### config.mk
export PLATFORM = sky130hd
export DESIGN_NAME = timetag_stream_ctrl
export DESIGN_NICKNAME = d
export VERILOG_FILES = /design/src/rtl/timetag_pkg.sv /design/src/rtl/tt_sync_fifo.sv /design/src/rtl/timetag_stream_ctrl.sv
export SDC_FILE = /design/constraint.sdc
export NUM_CORES = 1
export LEC_CHECK = 0
export ABC_AREA = 1
export CORE_ASPECT_RATIO = 0.9
export CORE_MARGIN = 1.5
export CORE_UTILIZATION = 60
export DETAILED_ROUTE_END_ITERATION = 8
export HOLD_SLACK_MARGIN = 0.08
export PLACE_DENSITY = 0.77
export SYNTH_ARGS = -nofsm -noshare
export SYNTH_HDL_FRONTEND = slang
export SYNTH_SLANG_ARGS = --single-unit
### constraint.sdc
create_clock -name clk -period 7.1 [get_ports clk]
set_input_delay 1.065 -clock clk [delete_from_list [all_inputs] [get_ports clk]]
set_output_delay 1.065 -clock clk [all_outputs]
set_load 0.01 [all_outputs]
### src/rtl/timetag_pkg.sv
// Shared types and helpers for the time-tag streaming controller.
package timetag_pkg;

    typedef enum logic [2:0] {
        ST_IDLE  = 3'd0,
        ST_START = 3'd1,
        ST_RUN   = 3'd2,
        ST_LOAD  = 3'd3,
        ST_SYNC  = 3'd4,
        ST_DATA  = 3'd5
    } state_t;

    localparam logic [7:0] DEFAULT_SYNC_BYTE = 8'hA5;

    // Bytes needed to carry a record plus its leading drop flag bit.
    function automatic int unsigned rec_bytes(input int unsigned record_w);
        return (record_w + 32'd8) / 32'd8;
    endfunction

endpackage

### src/rtl/tt_sync_fifo.sv
// Single-clock FIFO; read data is registered on pop and holds until the next pop.
module tt_sync_fifo #(
    parameter int WIDTH = 8,
    parameter int DEPTH = 16
) (
    input  logic                       clk,
    input  logic                       reset,
    input  logic                       push,
    input  logic [WIDTH-1:0]           din,
    input  logic                       pop,
    output logic [WIDTH-1:0]           dout,
    output logic                       full,
    output logic                       empty,
    output logic [$clog2(DEPTH+1)-1:0] level
);

    localparam int AW = (DEPTH > 1) ? $clog2(DEPTH) : 1;
    localparam int LW = $clog2(DEPTH + 1);

    logic [WIDTH-1:0] mem_r [DEPTH];
    logic [AW-1:0]    wr_ptr_r;
    logic [AW-1:0]    rd_ptr_r;
    logic [LW-1:0]    level_r;
    logic [WIDTH-1:0] dout_r;
    logic             push_s;
    logic             pop_s;
    logic             full_s;
    logic             empty_s;

    assign full_s  = (level_r == LW'(DEPTH));
    assign empty_s = (level_r == {LW{1'b0}});
    // A push into a full FIFO is discarded even when a pop frees a slot this cycle.
    assign push_s  = push && !full_s;
    assign pop_s   = pop && !empty_s;

    // Storage array write port.
    always_ff @(posedge clk) begin
        if (push_s) begin
            mem_r[wr_ptr_r] <= din;
        end
    end

    // Pointers, occupancy and registered read data.
    always_ff @(posedge clk) begin
        if (reset) begin
            wr_ptr_r <= {AW{1'b0}};
            rd_ptr_r <= {AW{1'b0}};
            level_r  <= {LW{1'b0}};
            dout_r   <= {WIDTH{1'b0}};
        end else begin
            if (push_s) begin
                wr_ptr_r <= wr_ptr_r + AW'(1'b1);
            end
            if (pop_s) begin
                dout_r   <= mem_r[rd_ptr_r];
                rd_ptr_r <= rd_ptr_r + AW'(1'b1);
            end
            case ({push_s, pop_s})
                2'b10:   level_r <= level_r + LW'(1'b1);
                2'b01:   level_r <= level_r - LW'(1'b1);
                default: level_r <= level_r;
            endcase
        end
    end

    assign dout  = dout_r;
    assign full  = full_s;
    assign empty = empty_s;
    assign level = level_r;

endmodule

### src/rtl/timetag_stream_ctrl.sv
// Arms the tagger, buffers its records and streams each one as a framed,
// MSB-first byte sequence over a valid/ready handshake with drop accounting.
module timetag_stream_ctrl
    import timetag_pkg::*;
#(
    parameter int         N_CHANNELS = 4,
    parameter int         TS_WIDTH   = 43,
    parameter int         FIFO_DEPTH = 16,
    parameter logic [7:0] SYNC_BYTE  = DEFAULT_SYNC_BYTE,
    parameter int         DROP_W     = 16
) (
    input  logic                                clk,
    input  logic                                reset,
    input  logic                                activate,
    input  logic [N_CHANNELS+TS_WIDTH-1:0]      rec_data,
    input  logic                                rec_valid,
    output logic                                engine_en,
    output logic                                counter_clr,
    output logic [7:0]                          tx_byte,
    output logic                                tx_valid,
    input  logic                                tx_ready,
    output logic [$clog2(FIFO_DEPTH+1)-1:0]     fifo_level,
    output logic [DROP_W-1:0]                   drop_count,
    output logic                                drop_pending,
    output logic                                busy
);

    localparam int RECORD_W  = N_CHANNELS + TS_WIDTH;
    localparam int REC_BYTES = int'(rec_bytes(RECORD_W));
    localparam int WORD_W    = REC_BYTES * 8;
    localparam int IDX_W     = $clog2(REC_BYTES + 1);
    localparam logic [IDX_W-1:0] LAST_IDX = IDX_W'(REC_BYTES - 1);

    state_t                          state_r;
    logic                            engine_en_r;
    logic                            tx_valid_r;
    logic [7:0]                      tx_byte_r;
    logic [IDX_W-1:0]                idx_r;
    logic [WORD_W-1:0]               shift_r;
    logic                            flag_r;
    logic [DROP_W-1:0]               drop_count_r;
    logic                            drop_pending_r;
    logic [WORD_W-1:0]               word_s;
    logic [RECORD_W-1:0]             head_s;
    logic                            push_s;
    logic                            pop_s;
    logic                            drop_s;
    logic                            xfer_s;
    logic                            full_s;
    logic                            empty_s;
    logic [$clog2(FIFO_DEPTH+1)-1:0] level_s;

    assign push_s = rec_valid && engine_en_r;
    assign pop_s  = (state_r == ST_LOAD);
    assign drop_s = push_s && full_s;
    assign xfer_s = tx_valid_r && tx_ready;

    tt_sync_fifo #(
        .WIDTH (RECORD_W),
        .DEPTH (FIFO_DEPTH)
    ) u_fifo (
        .clk   (clk),
        .reset (reset),
        .push  (push_s),
        .din   (rec_data),
        .pop   (pop_s),
        .dout  (head_s),
        .full  (full_s),
        .empty (empty_s),
        .level (level_s)
    );

    // Frame word: drop flag in the top bit, record right-aligned, zero padding between.
    always_comb begin
        word_s                 = {WORD_W{1'b0}};
        word_s[RECORD_W-1:0]   = head_s;
        word_s[WORD_W-1]       = flag_r;
    end

    // Control FSM with registered engine enable and byte-stream outputs.
    always_ff @(posedge clk) begin
        if (reset) begin
            state_r     <= ST_IDLE;
            engine_en_r <= 1'b0;
            tx_valid_r  <= 1'b0;
            tx_byte_r   <= 8'h00;
            idx_r       <= {IDX_W{1'b0}};
            shift_r     <= {WORD_W{1'b0}};
            flag_r      <= 1'b0;
        end else begin
            // Deactivation is sticky until IDLE so a drain cannot be re-armed midway.
            if (!activate) begin
                engine_en_r <= 1'b0;
            end
            case (state_r)
                ST_IDLE: begin
                    engine_en_r <= 1'b0;
                    if (activate) begin
                        state_r <= ST_START;
                    end
                end
                ST_START: begin
                    engine_en_r <= activate;
                    state_r     <= ST_RUN;
                end
                ST_RUN: begin
                    if (!empty_s) begin
                        state_r <= ST_LOAD;
                    end else if (!engine_en_r) begin
                        state_r <= ST_IDLE;
                    end
                end
                ST_LOAD: begin
                    flag_r     <= drop_pending_r;
                    tx_valid_r <= 1'b1;
                    tx_byte_r  <= SYNC_BYTE;
                    state_r    <= ST_SYNC;
                end
                ST_SYNC: begin
                    if (xfer_s) begin
                        tx_byte_r <= word_s[WORD_W-1 -: 8];
                        shift_r   <= {word_s[WORD_W-9:0], 8'h00};
                        idx_r     <= {IDX_W{1'b0}};
                        state_r   <= ST_DATA;
                    end
                end
                ST_DATA: begin
                    if (xfer_s) begin
                        if (idx_r == LAST_IDX) begin
                            tx_valid_r <= 1'b0;
                            state_r    <= empty_s ? ST_RUN : ST_LOAD;
                        end else begin
                            tx_byte_r <= shift_r[WORD_W-1 -: 8];
                            shift_r   <= {shift_r[WORD_W-9:0], 8'h00};
                            idx_r     <= idx_r + IDX_W'(1'b1);
                        end
                    end
                end
                default: begin
                    state_r    <= ST_IDLE;
                    tx_valid_r <= 1'b0;
                end
            endcase
        end
    end

    // Saturating drop counter and the pending flag carried into the next frame.
    always_ff @(posedge clk) begin
        if (reset) begin
            drop_count_r   <= {DROP_W{1'b0}};
            drop_pending_r <= 1'b0;
        end else if (state_r == ST_START) begin
            drop_count_r   <= {DROP_W{1'b0}};
            drop_pending_r <= 1'b0;
        end else begin
            if (drop_s && (drop_count_r != {DROP_W{1'b1}})) begin
                drop_count_r <= drop_count_r + DROP_W'(1'b1);
            end
            if (drop_s) begin
                drop_pending_r <= 1'b1;
            end else if (pop_s) begin
                drop_pending_r <= 1'b0;
            end
        end
    end

    assign engine_en    = engine_en_r;
    assign counter_clr  = (state_r == ST_START);
    assign busy         = (state_r != ST_IDLE);
    assign tx_valid     = tx_valid_r;
    assign tx_byte      = tx_byte_r;
    assign fifo_level   = level_s;
    assign drop_count   = drop_count_r;
    assign drop_pending = drop_pending_r;

endmodule

**Word-level counts from Yosys, hierarchy flattened**

Memory sizes are Yosys's and may differ from the RTL's. A register that Yosys moved wholly into a read port is not among the register bits.
Cells that the tools add are included.

- Register bits: 95
- Bits in latches: 0
- RAM bits: 752
- Memory bits (read-only): 0
- Input bits: 52
- Output and inout bits: 34
- Logic and storage cells: 88
- Memories: 1

- Add/subtract/negate cells: 6
- $mul: 0
- Div/mod/pow operators: 0
- Magnitude comparators: 0
- Equal/unequal tests: 17
- Shift operators: 0
- Multiplexer cells: 30
- Bitwise logic cells: 1
- Reductions and logical operators: 21

Memories:

| name | words | width | read ports | clocked after Yosys merged registers in | wr ports | line | RTL |
|---|---|---|---|---|---|---|---|
| u_fifo.mem_r | 16 | 47 | 1 | 1 | 1 | tt_sync_fifo.sv:20 | `logic [WIDTH-1:0] mem_r [DEPTH];` |

Operators with widths:

| kind | number |
|---|---|
| 48-bit two-way mux | 3 |
| 48-bit one-hot mux with 2 select lines | 1 |
| 3-bit two-way mux | 9 |
| 8-bit two-way mux | 3 |
| 8-bit one-hot mux with 3 select lines | 1 |
| 3-bit one-hot mux with 6 select lines | 1 |
| 16-bit by 1-bit adder with 16-bit output (second input constant) | 1 |
| 16-bit != test (second input constant) | 1 |
| 2-bit != test (second input constant) | 5 |
| 5-bit one-hot mux with 2 select lines | 1 |
| 3-bit equality test (second input constant) | 3 |
| 4-bit by 1-bit adder with 4-bit output (second input constant) | 2 |
| 1-bit two-way mux | 8 |
| 4-bit AND reduction | 2 |
| 3-bit by 2-bit equality test with 1-bit output (second input constant) | 2 |
| 1-bit logical AND | 6 |
| 3-bit one-hot mux with 2 select lines | 1 |
| 2-bit nonzero test | 3 |
| 3-bit nonzero test | 2 |
| 5-bit by 1-bit adder with 5-bit output (second input constant) | 1 |
| 5-bit equality test (second input constant) | 1 |
| 5-bit logical NOT | 1 |
| 5-bit AND reduction | 1 |
| 5-bit by 1-bit subtractor with 5-bit output (second input constant) | 1 |
| other kinds (14) | 15 |

**Longest topological paths before layout**

- Depth in word-level cells: 5
- Depth in mapped cells: 18
- Gate-level depth less buffers: 16

**Modules after synthesis**

A second synthesis with hierarchy kept.

- Cell total of the unflattened synthesis: 3868
- Area total of the unflattened synthesis: 38206.6 um^2

Modules (own cells, without submodules):

| module | times used | cells each | area each (um^2) |
|---|---|---|---|
| tt_sync_fifo | 1 | 3307 | 34458.0 |
| timetag_stream_ctrl | 1 | 561 | 3748.6 |

**Least setup slack after synthesis**

Ideal clock, no wire load.

- Path kind: input-to-reg
- From: input rec_valid
- To: memory u_fifo.mem_r[11][0] (netlist bit), enable pin
- Library setup time: 0.452 ns
- Data arrival time: 3.607 ns
- Slack: 3.042 ns
- Stages on the path: 6
- Path buffers: 0
- Path through: nand2_1 inv_1 nand2_1 inv_1 nand2_1 nor2_1

- Longest elaborated chain between the ends: 4

Ends and longest elaborated chain:

| what | line | RTL |
|---|---|---|
| start, declared | timetag_stream_ctrl.sv:16 | `input logic rec_valid,` |
| 1-bit logical AND | timetag_stream_ctrl.sv:53 | `assign push_s = rec_valid && engine_en_r;` |
| 1-bit logical AND | tt_sync_fifo.sv:33 | `assign push_s = push && !full_s;` |
| 1-bit two-way mux | tt_sync_fifo.sv:38 | `if (push_s) begin` |
| 1-bit two-way mux (implied by the code) | tt_sync_fifo.sv:39 | `mem_r[wr_ptr_r] <= din;` |
| end, declared | tt_sync_fifo.sv:20 |  |

Every way passes these cells.

**Final worst setup path**

- From: input rec_valid
- To: memory u_fifo.mem_r[2][20] (netlist bit), enable pin

The elaborated chain is that of the path after synthesis.

==> reports/qor.txt <==
Seq/Total Area, Yosys: 0.668
ys flop type: edfxtp_1
Final setup viols: 0
Worst Reg2Reg Path Length in Cells: 7
CTS tree: yes
fin crit period: 3.78 ns
Resized cells post-CTS: 0
vias: 26300
footprint of the multi-input gates: 9770 um^2
Sw Ratio: 0.201
number of unique standard cell types used by synthesis: 35
Setup crit end kind: register
Leak: 17.0 nW
H-tree depth: 3
All-Layer GR Usage: 0.279
dpl hpwl: 48.5 mm
post-DR wirelength/cell: 18.8 um
Die H: 241 um
Fin Hold WS: 0.451 ns
Area contributors post-synth: edfxtp_1 (60%), nand2_1 (13%), nand3_1 (7.3%)
DRC violations left: 0
FF+latch area: 25300 um^2
post-synthesis cell count: 3848
Seq cells post-synth: 886
share of layout cells above drive strength 1: 0.0544
first-pass GRT wire length: 138 mm
Internal: 8.52 mW
row cnt: 87
worst hold path type: register to register
vias in the first global route: 24600
CTS Buffer Depth: 3
GR Overflow Total: 0
Skew-Pair Late Insertion Delay: 0.64 ns
# IOs: 86
Design Power: 10.7 mW
Critical R2R Capture: u_fifo.mem_r[2][20]$_DFFE_PP_
RePlAce Congestion: 0.861
antenna violation net count after detailed routing: 0
Final WS setup: 3.32 ns
CP Data Required Time: 7.40 ns
setup TNS: 0 ns
CTS Hold Bufs: 0
fill cell count: 4625
Critical Path Start: rec_valid
routed vias/inst: 5.51
cts bufs inserted: 86
Total Wirelength: 89.7 mm
design area: 42100 um^2
Synth Cell Area: 37800 um^2
Clock transition at path regs: 0.06 ns
initial antenna violation count: 1
post-synth top area share: 0.597
Max rail drop VDD: 0.000211 V
crit path DAT: 4.08 ns
critical path class: primary input to register
status: complete, no violations
syn_nets: 3912
pwr dens: 253 nW/um^2
Yosys Warn Count: 0
top-count cell post-synth: nand2_1
post-synthesis async set-or-reset flop share: 0
CTS Sinks: 886
unrepaired setup endpoints after global routing: false
dpl cell area: 39200 um^2
Clock Skews: 0.0225 ns
Min-Delay Path Depth: 2
Worst Setup EP: u_fifo.mem_r[2][20]$_DFFE_PP_
starting DRC count in detailed routing: 3387
final slew viol count: 0
# port buffers: 85
Post-CTS Setup Repair Bufs: 0
Clk pwr share: 0.443
Max Clk Rate: 264 MHz
Slew Limit Headroom: 0.0594
drt pass-1 iters: 6
period utilization: 0.533
Core Area: 62500 um^2
Post-Syn Area per Cell: 9.83 um^2
r2r setup slk: 3.71 ns
pin count of the biggest net entering global routing: 160
Comb power frac: 0.026
worst r2r src: u_fifo.level[0]$_SDFFE_PP0P_
final net count: 3924
Worst-Margin Slew: 1.41 ns
Layout Cells excl Fill: 4777
Root Driver: clkbuf_16
Die W: 268 um
Yosys top cell by area: edfxtp_1
max cap viols: 0
number of synthesized flops with an enable pin: 752
Total Die Area: 64600 um^2
dpl ws: 2.62 ns
crit start category: primary input
area delta synth->final: 11.3%
part of the power in registers: 0.531
final hold viol count: 0
most frequent cells after synthesis: nand2_1 (1323), edfxtp_1 (752), nand3_1 (550), inv_1 (511), nor2_1 (137)
Placed Cells incl. Taps: 4617
Psw: 2.15 mW
Initial Util: 0.606
Post-Route Utilization: 0.674
worst-path maximum fanout: 29
-- cell type report --
type / count / share of cell area
multi-input cells: 2244 / 0.232
repair buffers: 123 / 0.0269
inverters: 519 / 0.0466
well taps: 845 / 0.0251
clock inverters: 46 / 0.0134
clock buffers: 113 / 0.0559
flip-flops and latches: 886 / 0.600
diodes: 1 / 0.0000594
-- layer usage --
metal  global-route usage  part of all wire  vias to the layer above
met3               0.0456             0.093                      170
li1                     -                 -                    12500
met2                0.446              0.47                     1318
met4               0.0914             0.027                        0
met1                0.394              0.41                    12300
met5                    0                 0                        -
-- critical path, cell delays in order --
cell             delay, ns
clkdlybuf4s50_1       0.46
nand2_1               0.11
inv_1                 0.08
nand2_1               0.26
inv_1                 0.23
nand2_1               0.25
nor2_4                1.11
buf_4                 0.49
-- sequential cells by signal, indices dropped and copies added, names as in the netlist --
| name | flops |
|---|---|
| drop_count | 16 |
| u_fifo.level | 5 |
| drop_pending | 1 |
| tx_valid | 1 |
| u_fifo.rd_ptr_r | 4 |
| shift_r | 40 |
| state_r | 3 |
| idx_r | 3 |
| flag_r | 1 |
| tx_byte | 8 |
| u_fifo.wr_ptr_r | 4 |
| u_fifo.mem_r | 752 |
| engine_en | 1 |
| u_fifo.dout | 47 |
-- layout by cell type (no fill, tap or decap), drive strengths merged --
cell              n
xnor2             4
inv             522
nand4             5
ha               12
o21a              1
clkbuf          113
nor2            141
a21oi            87
nand3b            5
bufinv           12
o21bai            1
o21ai            88
nand2          1329
buf              39
a21boi            1
dfxtp           134
diode             1
xor2              6
nor3              4
edfxtp          752
clkinv           26
nand3           553
clkdlybuf4s50    84
clkinvlp          5
o22ai             7
-- power by group through the flow --
stage,Clock [mW],Sequential [mW],Combinational [mW]
floorplan,0,5.78,0.123
global placement,0,5.78,0.267
detailed placement,0,5.78,0.273
CTS,4.78,5.67,0.275
global route,4.97,5.67,0.304
finish,4.72,5.67,0.276
-- logic make-up after synthesis --
family / synth area share
XOR/XNOR: 0.00231
adder cells (fa/ha/maj): 0.00397
AND/OR/NAND/NOR: 0.224
buffers and inverters: 0.0773
AO/OA/AOI/OAI: 0.0253
flip-flops: 0.668
-- worst min path at each step --
| stage | startpoint | endpoint | slack, ns |
|---|---|---|---|
| after detailed placement | shift_r[34]$_SDFFE_PP0P_ | shift_r[34]$_SDFFE_PP0P_ | 0.44 |
| after global routing | shift_r[39]$_SDFFE_PP0P_ | shift_r[39]$_SDFFE_PP0P_ | 0.47 |
| after CTS | shift_r[32]$_SDFFE_PP0P_ | shift_r[32]$_SDFFE_PP0P_ | 0.45 |
| after floorplan | shift_r[21]$_SDFFE_PP0P_ | shift_r[21]$_SDFFE_PP0P_ | 0.42 |
| after global placement | shift_r[34]$_SDFFE_PP0P_ | shift_r[34]$_SDFFE_PP0P_ | 0.43 |
| final | shift_r[32]$_SDFFE_PP0P_ | shift_r[32]$_SDFFE_PP0P_ | 0.45 |
Note: power is estimated with default switching activity, not from simulation.
